==> config.mk <==
export PLATFORM = sky130hd
export DESIGN_NAME = rll_key_unit_flat
export DESIGN_NICKNAME = d
export VERILOG_FILES = /design/src/rtl/rll_key_if.sv /design/src/rtl/rll_key_unit.sv /design/src/flat_wrapper.sv
export SDC_FILE = /design/constraint.sdc
export NUM_CORES = 1
export LEC_CHECK = 0
export BUFFER_PORTS_ARGS = -buffer_cell sky130_fd_sc_hd__buf_2
export CORE_MARGIN = 2
export CORE_UTILIZATION = 57
export DETAILED_ROUTE_END_ITERATION = 8
export PLACE_DENSITY = 0.94
export SLEW_MARGIN = 0
export SYNTH_ARGS = -nofsm -noshare
export SYNTH_HDL_FRONTEND = slang
export SYNTH_SLANG_ARGS = --single-unit
export TNS_END_PERCENT = 20
==> constraint.sdc <==
create_clock -name clk -period 3.6 [get_ports clk]
set_input_delay 0.18 -clock clk [delete_from_list [all_inputs] [get_ports clk]]
set_output_delay 0.18 -clock clk [all_outputs]
set_load 0.05 [all_outputs]
==> src/rtl/rll_key_if.sv <==
// Key-load, data-in and data-out channels of the RLL key unit.
// Status outputs ride along so the unit has a single bus port.
interface rll_key_if #(
  parameter int LOAD_WIDTH = 4,
  parameter int DATA_WIDTH = 32,
  parameter int CNT_WIDTH  = 2
);
  logic                  k_valid;
  logic                  k_ready;
  logic [LOAD_WIDTH-1:0] k_data;
  logic [3:0]            k_chk;
  logic                  key_clear;
  logic                  d_valid;
  logic                  d_ready;
  logic [DATA_WIDTH-1:0] d_data;
  logic                  q_valid;
  logic                  q_ready;
  logic [DATA_WIDTH-1:0] q_data;
  logic                  unlocked;
  logic                  fail_pulse;
  logic                  lockout;
  logic [CNT_WIDTH-1:0]  fail_cnt;

  modport slave (
    input  k_valid, k_data, k_chk, key_clear,
    input  d_valid, d_data, q_ready,
    output k_ready, d_ready, q_valid, q_data,
    output unlocked, fail_pulse, lockout, fail_cnt
  );

  modport master (
    output k_valid, k_data, k_chk, key_clear,
    output d_valid, d_data, q_ready,
    input  k_ready, d_ready, q_valid, q_data,
    input  unlocked, fail_pulse, lockout, fail_cnt
  );
endinterface

==> src/rtl/rll_key_unit.sv <==
// Sequential RLL key unit: serial key load, nibble-fold check,
// retry lockout and a key-gated one-stage data pipeline.
module rll_key_unit #(
  parameter int              KEY_WIDTH  = 16,
  parameter int              LOAD_WIDTH = 4,
  parameter int              DATA_WIDTH = 32,
  parameter logic [KEY_WIDTH-1:0] XNOR_MASK = '0,
  parameter int              MAX_TRIES  = 3
) (
  input logic      clk,
  input logic      rst_n,
  rll_key_if.slave bus
);

  localparam int NB  = KEY_WIDTH / LOAD_WIDTH;
  localparam int NBW = (NB > 1) ? $clog2(NB) : 1;
  localparam int CW  = $clog2(MAX_TRIES + 1);

  typedef enum logic [2:0] {
    S_IDLE,
    S_LOAD,
    S_CHECK,
    S_ACTIVE,
    S_LOCKOUT
  } state_t;

  state_t                r_state;
  state_t                w_next;
  logic [KEY_WIDTH-1:0]  r_key;
  logic [3:0]            r_chk;
  logic [NBW-1:0]        r_beat;
  logic [CW-1:0]         r_fail_cnt;
  logic                  r_fail_pulse;
  logic                  r_q_valid;
  logic [DATA_WIDTH-1:0] r_q_data;

  logic                  w_k_ready;
  logic                  w_d_ready;
  logic                  w_beat_acc;
  logic                  w_last_beat;
  logic                  w_abort;
  logic                  w_d_fire;
  logic [3:0]            w_fold;
  logic                  w_pass;
  logic [DATA_WIDTH-1:0] w_mask;

  assign w_k_ready   = (r_state == S_IDLE) || (r_state == S_LOAD);
  assign w_beat_acc  = bus.k_valid && w_k_ready;
  assign w_last_beat = (r_beat == NBW'(NB - 1));
  assign w_abort     = (r_state == S_LOAD) && bus.key_clear;
  assign w_d_ready   = (r_state == S_ACTIVE) &&
                       (!r_q_valid || bus.q_ready);
  assign w_d_fire    = bus.d_valid && w_d_ready;
  assign w_pass      = (w_fold == r_chk);

  always_comb begin
    w_fold = '0;
    for (int i = 0; i < KEY_WIDTH / 4; i++)
      w_fold = w_fold ^ r_key[i*4 +: 4];
  end

  // Key repeats across the data width; XNOR gates invert their key bit.
  always_comb begin
    w_mask = '0;
    for (int i = 0; i < DATA_WIDTH; i++)
      w_mask[i] = r_key[i % KEY_WIDTH] ^ XNOR_MASK[i % KEY_WIDTH];
  end

  always_ff @(posedge clk or negedge rst_n) begin
    if (!rst_n) r_state <= S_IDLE;
    else        r_state <= w_next;
  end

  always_comb begin
    w_next = r_state;
    unique case (r_state)
      S_IDLE: begin
        if (w_beat_acc)
          w_next = (NB == 1) ? S_CHECK : S_LOAD;
      end
      S_LOAD: begin
        if (bus.key_clear)
          w_next = S_IDLE;
        else if (w_beat_acc && w_last_beat)
          w_next = S_CHECK;
      end
      S_CHECK: begin
        if (w_pass)
          w_next = S_ACTIVE;
        else if (r_fail_cnt == CW'(MAX_TRIES - 1))
          w_next = S_LOCKOUT;
        else
          w_next = S_IDLE;
      end
      S_ACTIVE: begin
        if (bus.key_clear)
          w_next = S_IDLE;
      end
      S_LOCKOUT: w_next = S_LOCKOUT;
      default:   w_next = S_IDLE;
    endcase
  end

  always_ff @(posedge clk or negedge rst_n) begin
    if (!rst_n) begin
      r_key        <= '0;
      r_chk        <= '0;
      r_beat       <= '0;
      r_fail_cnt   <= '0;
      r_fail_pulse <= 1'b0;
    end else begin
      r_fail_pulse <= 1'b0;
      if (w_beat_acc && !w_abort) begin
        r_key[r_beat*LOAD_WIDTH +: LOAD_WIDTH] <= bus.k_data;
        r_beat <= w_last_beat ? '0 : r_beat + 1'b1;
        if (r_state == S_IDLE)
          r_chk <= bus.k_chk;
      end
      if (w_abort) begin
        r_key  <= '0;
        r_beat <= '0;
      end
      if (r_state == S_CHECK) begin
        if (w_pass) begin
          r_fail_cnt <= '0;
        end else begin
          r_fail_pulse <= 1'b1;
          r_fail_cnt   <= r_fail_cnt + 1'b1;
          r_key        <= '0;
        end
      end
      if (r_state == S_ACTIVE && bus.key_clear)
        r_key <= '0;
    end
  end

  // A key_clear in ACTIVE drops the pending word along with the key.
  always_ff @(posedge clk or negedge rst_n) begin
    if (!rst_n) begin
      r_q_valid <= 1'b0;
      r_q_data  <= '0;
    end else if (r_state == S_ACTIVE && !bus.key_clear) begin
      if (w_d_fire) begin
        r_q_valid <= 1'b1;
        r_q_data  <= bus.d_data ^ w_mask;
      end else if (bus.q_ready) begin
        r_q_valid <= 1'b0;
      end
    end else begin
      r_q_valid <= 1'b0;
      r_q_data  <= '0;
    end
  end

  assign bus.k_ready    = w_k_ready;
  assign bus.d_ready    = w_d_ready;
  assign bus.q_valid    = r_q_valid;
  assign bus.q_data     = r_q_data;
  assign bus.unlocked   = (r_state == S_ACTIVE);
  assign bus.lockout    = (r_state == S_LOCKOUT);
  assign bus.fail_pulse = r_fail_pulse;
  assign bus.fail_cnt   = r_fail_cnt;

endmodule

==> src/flat_wrapper.sv <==
// flat-port wrapper written by rule: the top's interface ports become plain ports
module rll_key_unit_flat 
#(
  parameter int              KEY_WIDTH  = 16,
  parameter int              LOAD_WIDTH = 4,
  parameter int              DATA_WIDTH = 32,
  parameter logic [KEY_WIDTH-1:0] XNOR_MASK = '0,
  parameter int              MAX_TRIES  = 3
)
  (clk, rst_n, bus_k_valid, bus_k_data, bus_k_chk, bus_key_clear, bus_d_valid, bus_d_data, bus_q_ready, bus_k_ready, bus_d_ready, bus_q_valid, bus_q_data, bus_unlocked, bus_fail_pulse, bus_lockout, bus_fail_cnt);
  rll_key_if #(.LOAD_WIDTH(LOAD_WIDTH), .DATA_WIDTH(DATA_WIDTH)) bus_i ();
  input logic clk;
  input logic rst_n;
  input wire logic [$bits(bus_i.k_valid)-1:0] bus_k_valid;
  input wire logic [$bits(bus_i.k_data)-1:0] bus_k_data;
  input wire logic [$bits(bus_i.k_chk)-1:0] bus_k_chk;
  input wire logic [$bits(bus_i.key_clear)-1:0] bus_key_clear;
  input wire logic [$bits(bus_i.d_valid)-1:0] bus_d_valid;
  input wire logic [$bits(bus_i.d_data)-1:0] bus_d_data;
  input wire logic [$bits(bus_i.q_ready)-1:0] bus_q_ready;
  output wire logic [$bits(bus_i.k_ready)-1:0] bus_k_ready;
  output wire logic [$bits(bus_i.d_ready)-1:0] bus_d_ready;
  output wire logic [$bits(bus_i.q_valid)-1:0] bus_q_valid;
  output wire logic [$bits(bus_i.q_data)-1:0] bus_q_data;
  output wire logic [$bits(bus_i.unlocked)-1:0] bus_unlocked;
  output wire logic [$bits(bus_i.fail_pulse)-1:0] bus_fail_pulse;
  output wire logic [$bits(bus_i.lockout)-1:0] bus_lockout;
  output wire logic [$bits(bus_i.fail_cnt)-1:0] bus_fail_cnt;
  assign bus_i.k_valid = bus_k_valid;
  assign bus_i.k_data = bus_k_data;
  assign bus_i.k_chk = bus_k_chk;
  assign bus_i.key_clear = bus_key_clear;
  assign bus_i.d_valid = bus_d_valid;
  assign bus_i.d_data = bus_d_data;
  assign bus_i.q_ready = bus_q_ready;
  assign bus_k_ready = bus_i.k_ready;
  assign bus_d_ready = bus_i.d_ready;
  assign bus_q_valid = bus_i.q_valid;
  assign bus_q_data = bus_i.q_data;
  assign bus_unlocked = bus_i.unlocked;
  assign bus_fail_pulse = bus_i.fail_pulse;
  assign bus_lockout = bus_i.lockout;
  assign bus_fail_cnt = bus_i.fail_cnt;
  rll_key_unit #(.KEY_WIDTH(KEY_WIDTH), .LOAD_WIDTH(LOAD_WIDTH), .DATA_WIDTH(DATA_WIDTH), .XNOR_MASK(XNOR_MASK), .MAX_TRIES(MAX_TRIES)) u_core (.clk(clk), .rst_n(rst_n), .bus(bus_i));
endmodule
==> results of run 1 <==
[critical path, cell delays in order (launching register included)]
cell	delay, ns
dfrtp_1	0.55
inv_1	0.16
ha_1	0.41
nor4bb_1	0.61
nand2_1	0.11
mux2_2	0.28
a21oi_1	0.12
[per-stage QoR]
stage | power, mW | setup WS [ns] | instances | utilization, %
global placement | 1.54 | 1.52 | 462 | 65.5
finish | 2.20 | 1.28 | 479 | 69.0
CTS | 2.19 | 1.36 | 479 | 69.0
floorplan | 1.42 | 1.55 | 324 | -
detailed placement | 1.58 | 1.39 | 462 | 65.5
global route | 2.30 | 1.11 | 479 | 69.0
[layer usage]
layer | up-vias | track usage [%] | routed length (um)
li1 | 1294 | - | -
met1 | 1389 | 33.3 | 3220
met2 | 169 | 45.1 | 4190
met3 | 41 | 6.78 | 837
met4 | 0 | 18.6 | 454
met5 | - | 0 | 0
[area by class of cell]
class	instances	area, um^2
fillers	388	1820
multi-input cells	233	1750
flip-flops and latches	61	1530
repair buffers	89	458
clock buffers	12	145
well taps	75	93.8
clock inverters	4	47.5
inverters	5	18.8
[power by group through the flow]
stage,combinational [mW],sequential [mW],clock [mW]
6_report,0.730,0.858,0.607
5_1_grt,0.788,0.870,0.639
4_1_cts,0.723,0.856,0.607
3_5_place_dp,0.712,0.867,0
3_3_place_gp,0.680,0.860,0
2_1_floorplan,0.561,0.864,0
[cells by family after synthesis]
kind of cell / count (synthesis)
and+or+nand+nor: 103
DFF: 61
AOI/OAI and AO/OA: 59
xor gates and xnor gates: 44
buffers and inverters: 30
muxes: 20
adders and majority gates: 7
[registers in the layout, indices dropped and copies added (netlist names)]
register / cells
u_core.bus.q_data: 32
u_core.r_beat: 2
u_core.r_key: 16
u_core.bus.q_valid: 1
u_core.bus.fail_pulse: 1
u_core.bus.fail_cnt: 2
u_core.r_state: 3
u_core.r_chk: 4
[layout by cell type, fill, tap and decap left out, drive strengths merged, types with 2 or more instances in the layout]
master | Yosys | layout
buf | 10 | 88
dfrtp | 61 | 61
xnor2 | 40 | 40
nor2 | 38 | 38
a211oi | 36 | 36
nand3 | 25 | 25
mux2 | 16 | 16
nand2 | 15 | 15
clkbuf | 15 | 12
o21ai | 12 | 12
ha | 7 | 7
inv | 5 | 5
nor3b | 5 | 5
xnor3 | 4 | 4
mux2i | 4 | 4
and2 | 3 | 3
nand4b | 3 | 3
a21oi | 3 | 3
nand3b | 2 | 2
nor4bb | 2 | 2
a32o | 2 | 2
clkinv | 0 | 2
nor2b | 2 | 2
[timing repair]
item | 4_1_cts | 5_1_grt
hold buffers | 1 | 0
endpoints found under the setup margin | 0 | 0
endpoints found under the hold margin | 39 | 0
setup buffers | 0 | 0
[final timing paths]
check | end | start
max | u_core.r_key[1] | u_core.r_beat[0]
min | u_core.bus.q_valid | bus_d_valid
min reg2reg | u_core.r_chk[2] | u_core.r_chk[2]
max reg2reg | u_core.r_key[1] | u_core.r_beat[0]
min in group asynchronous | u_core.bus.q_data[7] | rst_n
max in group asynchronous | u_core.r_chk[2] | rst_n
==> flow_metrics.env, run 1 <==
export IMPL_status="finished clean"
export IMPL_postPlaceCellArea_mm2=0.00383
export IMPL_row_count=28
export IMPL_rsz0062_at_grt="no"
export IMPL_vias=2893
export IMPL_drive_gt1_share_pct=31.9
export IMPL_clock_latency_ns=0.36
export IMPL_synth_enable_flop_cells=0
export IMPL_antenna_cells=0
export IMPL_max_cap_violations=0
export IMPL_relSlewSlack_pct=26.6
export IMPL_reg2reg_slack_ns=1.28
export IMPL_synth_most_common_cell="dfrtp_1"
export IMPL_grt_pass1_wl_um=13400
export IMPL_clockBufferDepth=2
export IMPL_synth_top_family_by_area="simple AND/OR/NAND/NOR gates"
export IMPL_h_tree_depth=3
export IMPL_worstPathArrival_ns=2.60
export IMPL_viasPerCell=6.04
export IMPL_synth_compound_area_share_pct=12.6
export IMPL_numCtsBuffers=9
export IMPL_hold_ws_ns=0.0606
export IMPL_syn_nets=377
export IMPL_synthAdderAreaFrac_pct=2.58
export IMPL_timing_final_crit_share_pct=64.5
export IMPL_routabilityCongestion=0.902
export IMPL_synthTopCellsByCount="dfrtp_1, nor2_1, a211oi_1, xnor2_1, nand3_1"
export IMPL_fmax_mhz=431
export IMPL_coreArea_mm2=0.00585
export IMPL_ant_nets=0
export IMPL_critPathCaptureType="register"
export IMPL_cts_resized_gates=0
export IMPL_synth_xor_area_share_pct=13.9
export IMPL_power_share_switching_pct=36.2
export IMPL_synth_area_leader_cell="dfrtp_1"
export IMPL_hold_violations=0
export IMPL_clkPwrFrac_pct=27.7
export IMPL_cts_tree="done"
export IMPL_grt_usage_pct=28.0
export IMPL_p_per_area_mw_per_mm2=544
export IMPL_ys_ff_latch=61
export IMPL_grt_antenna_before_repair=0
export IMPL_portBuffers=85
export IMPL_skew_ns=0.0127
export IMPL_crit_required_ns=3.88
export IMPL_synth_warnings=0
export IMPL_grt_max_degree=45
export IMPL_initial_core_util_pct=58.0
export IMPL_ios=86
export IMPL_synthMuxAreaShare_pct=6.49
export IMPL_finalSetupViolations=0
export IMPL_critical_path_class="reg -> reg"
export IMPL_routed_wl_um=8710
export IMPL_wire_per_inst_um=18.2
export IMPL_intPower_mw=1.40
export IMPL_synthesis_area_mm2=0.00339
export IMPL_dp_hpwl_um=6000
export IMPL_synth_top_area_share_pct=45.0
export IMPL_drtPass1Iterations=7
export IMPL_grt_pass1_vias=2668
export IMPL_leakage_nw=1.89
export IMPL_syn_to_final_growth_pct=18.9
export IMPL_worst_slew_pin_slew_ns=1.10
export IMPL_globalRoute_totalOverflow=0
export IMPL_r2r_cells=6
export IMPL_worstSetupStartpointType="register"
export IMPL_vdd_drop_max_mv=0.290
export IMPL_yosysUniqueCellTypes=42
export IMPL_synth_top_cells_by_area="dfrtp_1, xnor2_1, a211oi_1, mux2_2, nor2_1"
export IMPL_die_area_mm2=0.00659
export IMPL_avgSynthCellArea_um2=10.5
export IMPL_path_max_fanout=12
export IMPL_comb_power_share_pct=33.2
export IMPL_synth_seq_area_share_pct=45.0
export IMPL_drtIter0Drc=201
export IMPL_cts_root_buf="clkbuf_8"
export IMPL_cts_sinks=61
export IMPL_synth_async_reset_ratio_pct=100
export IMPL_fin_nets=452
export IMPL_fin_area_mm2=0.00404
export IMPL_synthSimpleGateAreaFrac_pct=15.7
export IMPL_synth_cells=324
export IMPL_drc_errors=0
export IMPL_maxSlewViolCount=0
export IMPL_clk_pin_slew_ns=0.07
export IMPL_fin_crit_ns=2.32
export IMPL_die_y_um=81.2
export IMPL_seqPwrFrac_pct=39.1
export IMPL_die_x_um=81.2
export IMPL_power_switching_mw=0.794
export IMPL_setup_tns_ns=0
export IMPL_worstHoldPathType="in -> reg"
export IMPL_hold_depth=3
export IMPL_synth_ff_type="dfrtp_1"
Note: power is estimated with default switching activity, not from simulation.
==> inputs of run 2 (changes only) <==
--- a/config.mk
+++ b/config.mk
@@ -7,9 +7,9 @@
 export LEC_CHECK = 0
 export BUFFER_PORTS_ARGS = -buffer_cell sky130_fd_sc_hd__buf_2
 export CORE_MARGIN = 2
-export CORE_UTILIZATION = 57
+export CORE_UTILIZATION = 53
 export DETAILED_ROUTE_END_ITERATION = 8
-export PLACE_DENSITY = 0.94
+export PLACE_DENSITY = 0.89
 export SLEW_MARGIN = 0
 export SYNTH_ARGS = -nofsm -noshare
 export SYNTH_HDL_FRONTEND = slang
==> constraint.sdc (replaced) <==
create_clock -name clk -period 2.45 [get_ports clk]
set_input_delay 0.1225 -clock clk [delete_from_list [all_inputs] [get_ports clk]]
set_output_delay 0.1225 -clock clk [all_outputs]
set_load 0.05 [all_outputs]
==> flow_metrics.env, run 2 (synthesized netlist as in run 1, its figures left out) <==
export IMPL_status="finished clean"
export IMPL_numCtsBuffers=9
export IMPL_critPathCaptureType="register"
export IMPL_finalSetupViolations=0
export IMPL_cts_resized_gates=0
export IMPL_clockBufferDepth=2
export IMPL_coreArea_mm2=0.00628
export IMPL_row_count=29
export IMPL_largest_reg_flops=32
export IMPL_grt_antenna_before_repair=0
export IMPL_maxSlewViolCount=0
export IMPL_grt_usage_pct=24.1
export IMPL_initial_core_util_pct=54.1
export IMPL_drtIter0Drc=259
export IMPL_drtPass1Iterations=4
export IMPL_leakage_nw=1.95
export IMPL_path_max_fanout=12
export IMPL_p_per_area_mw_per_mm2=838
export IMPL_skew_ns=0.00797
export IMPL_power_share_switching_pct=32.9
export IMPL_place_ws_ns=0.299
export IMPL_critical_path_class="reg -> reg"
export IMPL_grt_pass1_wl_um=13300
export IMPL_syn_to_final_growth_pct=22.3
export IMPL_fin_nets=458
export IMPL_worstPathArrival_ns=2.47
export IMPL_globalRoute_totalOverflow=0
export IMPL_comb_power_share_pct=31.1
export IMPL_r2r_cells=6
export IMPL_worstSetupStartpointType="register"
export IMPL_h_tree_depth=3
export IMPL_timing_final_crit_share_pct=90.1
export IMPL_fin_crit_ns=2.21
export IMPL_max_cap_violations=0
export IMPL_antenna_cells=0
export IMPL_power_switching_mw=1.15
export IMPL_drive_gt1_share_pct=33.2
export IMPL_regArea_mm2=0.00153
export IMPL_layout_common_cells="buf_2, dfrtp_1, nor2_1"
export IMPL_hold_violations=0
export IMPL_n_fill_cell=463
export IMPL_grt_max_degree=65
export IMPL_ios=86
export IMPL_seqPwrFrac_pct=36.0
export IMPL_worst_slew_pin_slew_ns=0.771
export IMPL_hold_ws_ns=0.0177
export IMPL_cts_tree="done"
export IMPL_grt_pass1_vias=2732
export IMPL_crit_required_ns=2.71
export IMPL_dp_hpwl_um=5920
export IMPL_setup_tns_ns=0
export IMPL_whs_endpoint="u_core.bus.q_valid"
export IMPL_drc_errors=0
export IMPL_clkPwrFrac_pct=32.9
export IMPL_cts_setup_buffers=0
export IMPL_die_y_um=84.0
export IMPL_wire_per_inst_um=16.8
export IMPL_final_setup_worst_slack_ns=0.242
export IMPL_min_from="bus_d_valid"
export IMPL_cts_hold_buffers=1
export IMPL_viasPerCell=5.67
export IMPL_mostFrequentLayoutCell="buf_2"
export IMPL_cts_sinks=61
export IMPL_worstHoldPathType="in -> reg"
export IMPL_relSlewSlack_pct=48.6
export IMPL_r2r_start="u_core.r_beat[0]"
export IMPL_reg2reg_slack_ns=0.24
export IMPL_multi_input_area_mm2=0.00175
export IMPL_vias=2760
export IMPL_clk_pin_slew_ns=0.07
export IMPL_rsz0062_at_grt="no"
export IMPL_clock_latency_ns=0.34
export IMPL_ant_nets=0
export IMPL_die_area_mm2=0.00706
export IMPL_routed_wl_um=8160
export IMPL_cts_root_buf="clkbuf_8"
export IMPL_routabilityCongestion=0.910
export IMPL_vdd_drop_max_mv=0.460
export IMPL_portBuffers=85
export IMPL_totalPowerFinal_mw=3.48
export IMPL_fmax_mhz=453
export IMPL_intPower_mw=2.33
export IMPL_die_x_um=84.0
export IMPL_reg2reg_to="u_core.r_key[1]"
export IMPL_hold_depth=3
==> run 2: cell types whose count changed in the layout (fill, tap and decap cells not counted) <==
| cell | previous run | this run |
|---|---|---|
| bufinv_16 | 1 | 3 |
| clkinv_2 | 2 | 0 |
| clkbuf_8 | 10 | 12 |
| clkinvlp_4 | 1 | 0 |
| clkbuf_1 | 2 | 1 |
| buf_4 | 3 | 9 |
==> run 2: worst max-delay path, cell delays in order (launching register included) <==
cell and delay (ns):
dfrtp_1 0.54, inv_1 0.15, ha_1 0.40, nor4bb_1 0.56, nand2_1 0.10, mux2_2 0.27, a21oi_1 0.12
==> run 2: metrics by stage <==
stage	instances	cell area [um^2]	utilization, %
after floorplan	324	3390	-
after detailed placement	470	3880	61.8
final	487	4150	66.1
after CTS	487	4150	66.1
after global routing	487	4150	66.1
after global placement	470	3880	61.8
==> run 2: layout make-up <==
type,count,area share [%]
Inverter,5,0.452
Tap cell,77,2.32
Sequential cell,61,36.8
Multi-Input combinational cell,233,42.1
Clock buffer,13,4.07
Timing Repair Buffer,95,12.1
Clock inverter,3,2.17
==> run 2: how the worst max path moves through the flow <==
stage / from / end / slack [ns] / cells after the start
3_5_place_dp: u_core.r_beat[0] / u_core.r_key[3] / 0.30 / 6
2_1_floorplan: u_core.r_beat[0] / u_core.r_key[0] / 0.40 / 7
4_1_cts: u_core.r_beat[0] / u_core.r_key[3] / 0.28 / 6
5_1_grt: u_core.r_beat[0] / u_core.r_key[0] / 0.03 / 6
6_report: u_core.r_beat[0] / u_core.r_key[1] / 0.24 / 6
3_3_place_gp: u_core.r_beat[0] / u_core.r_key[0] / 0.36 / 6
==> run 2: metal layers <==
layer,wire (um),track usage (%),vias up
met5,0,0,-
met4,323,12.8,0
met3,616,6.43,25
met2,3880,37.6,114
met1,3340,30.8,1321
li1,-,-,1300
==> run 2: power groups by stage <==
stage / Clock [mW] / Combinational, mW / Sequential (mW)
after detailed placement: 0 / 1.06 / 1.27
after floorplan: 0 / 0.824 / 1.27
after global placement: 0 / 1.02 / 1.26
final: 1.14 / 1.08 / 1.25
after global routing: 1.21 / 1.16 / 1.27
after CTS: 1.16 / 1.07 / 1.25
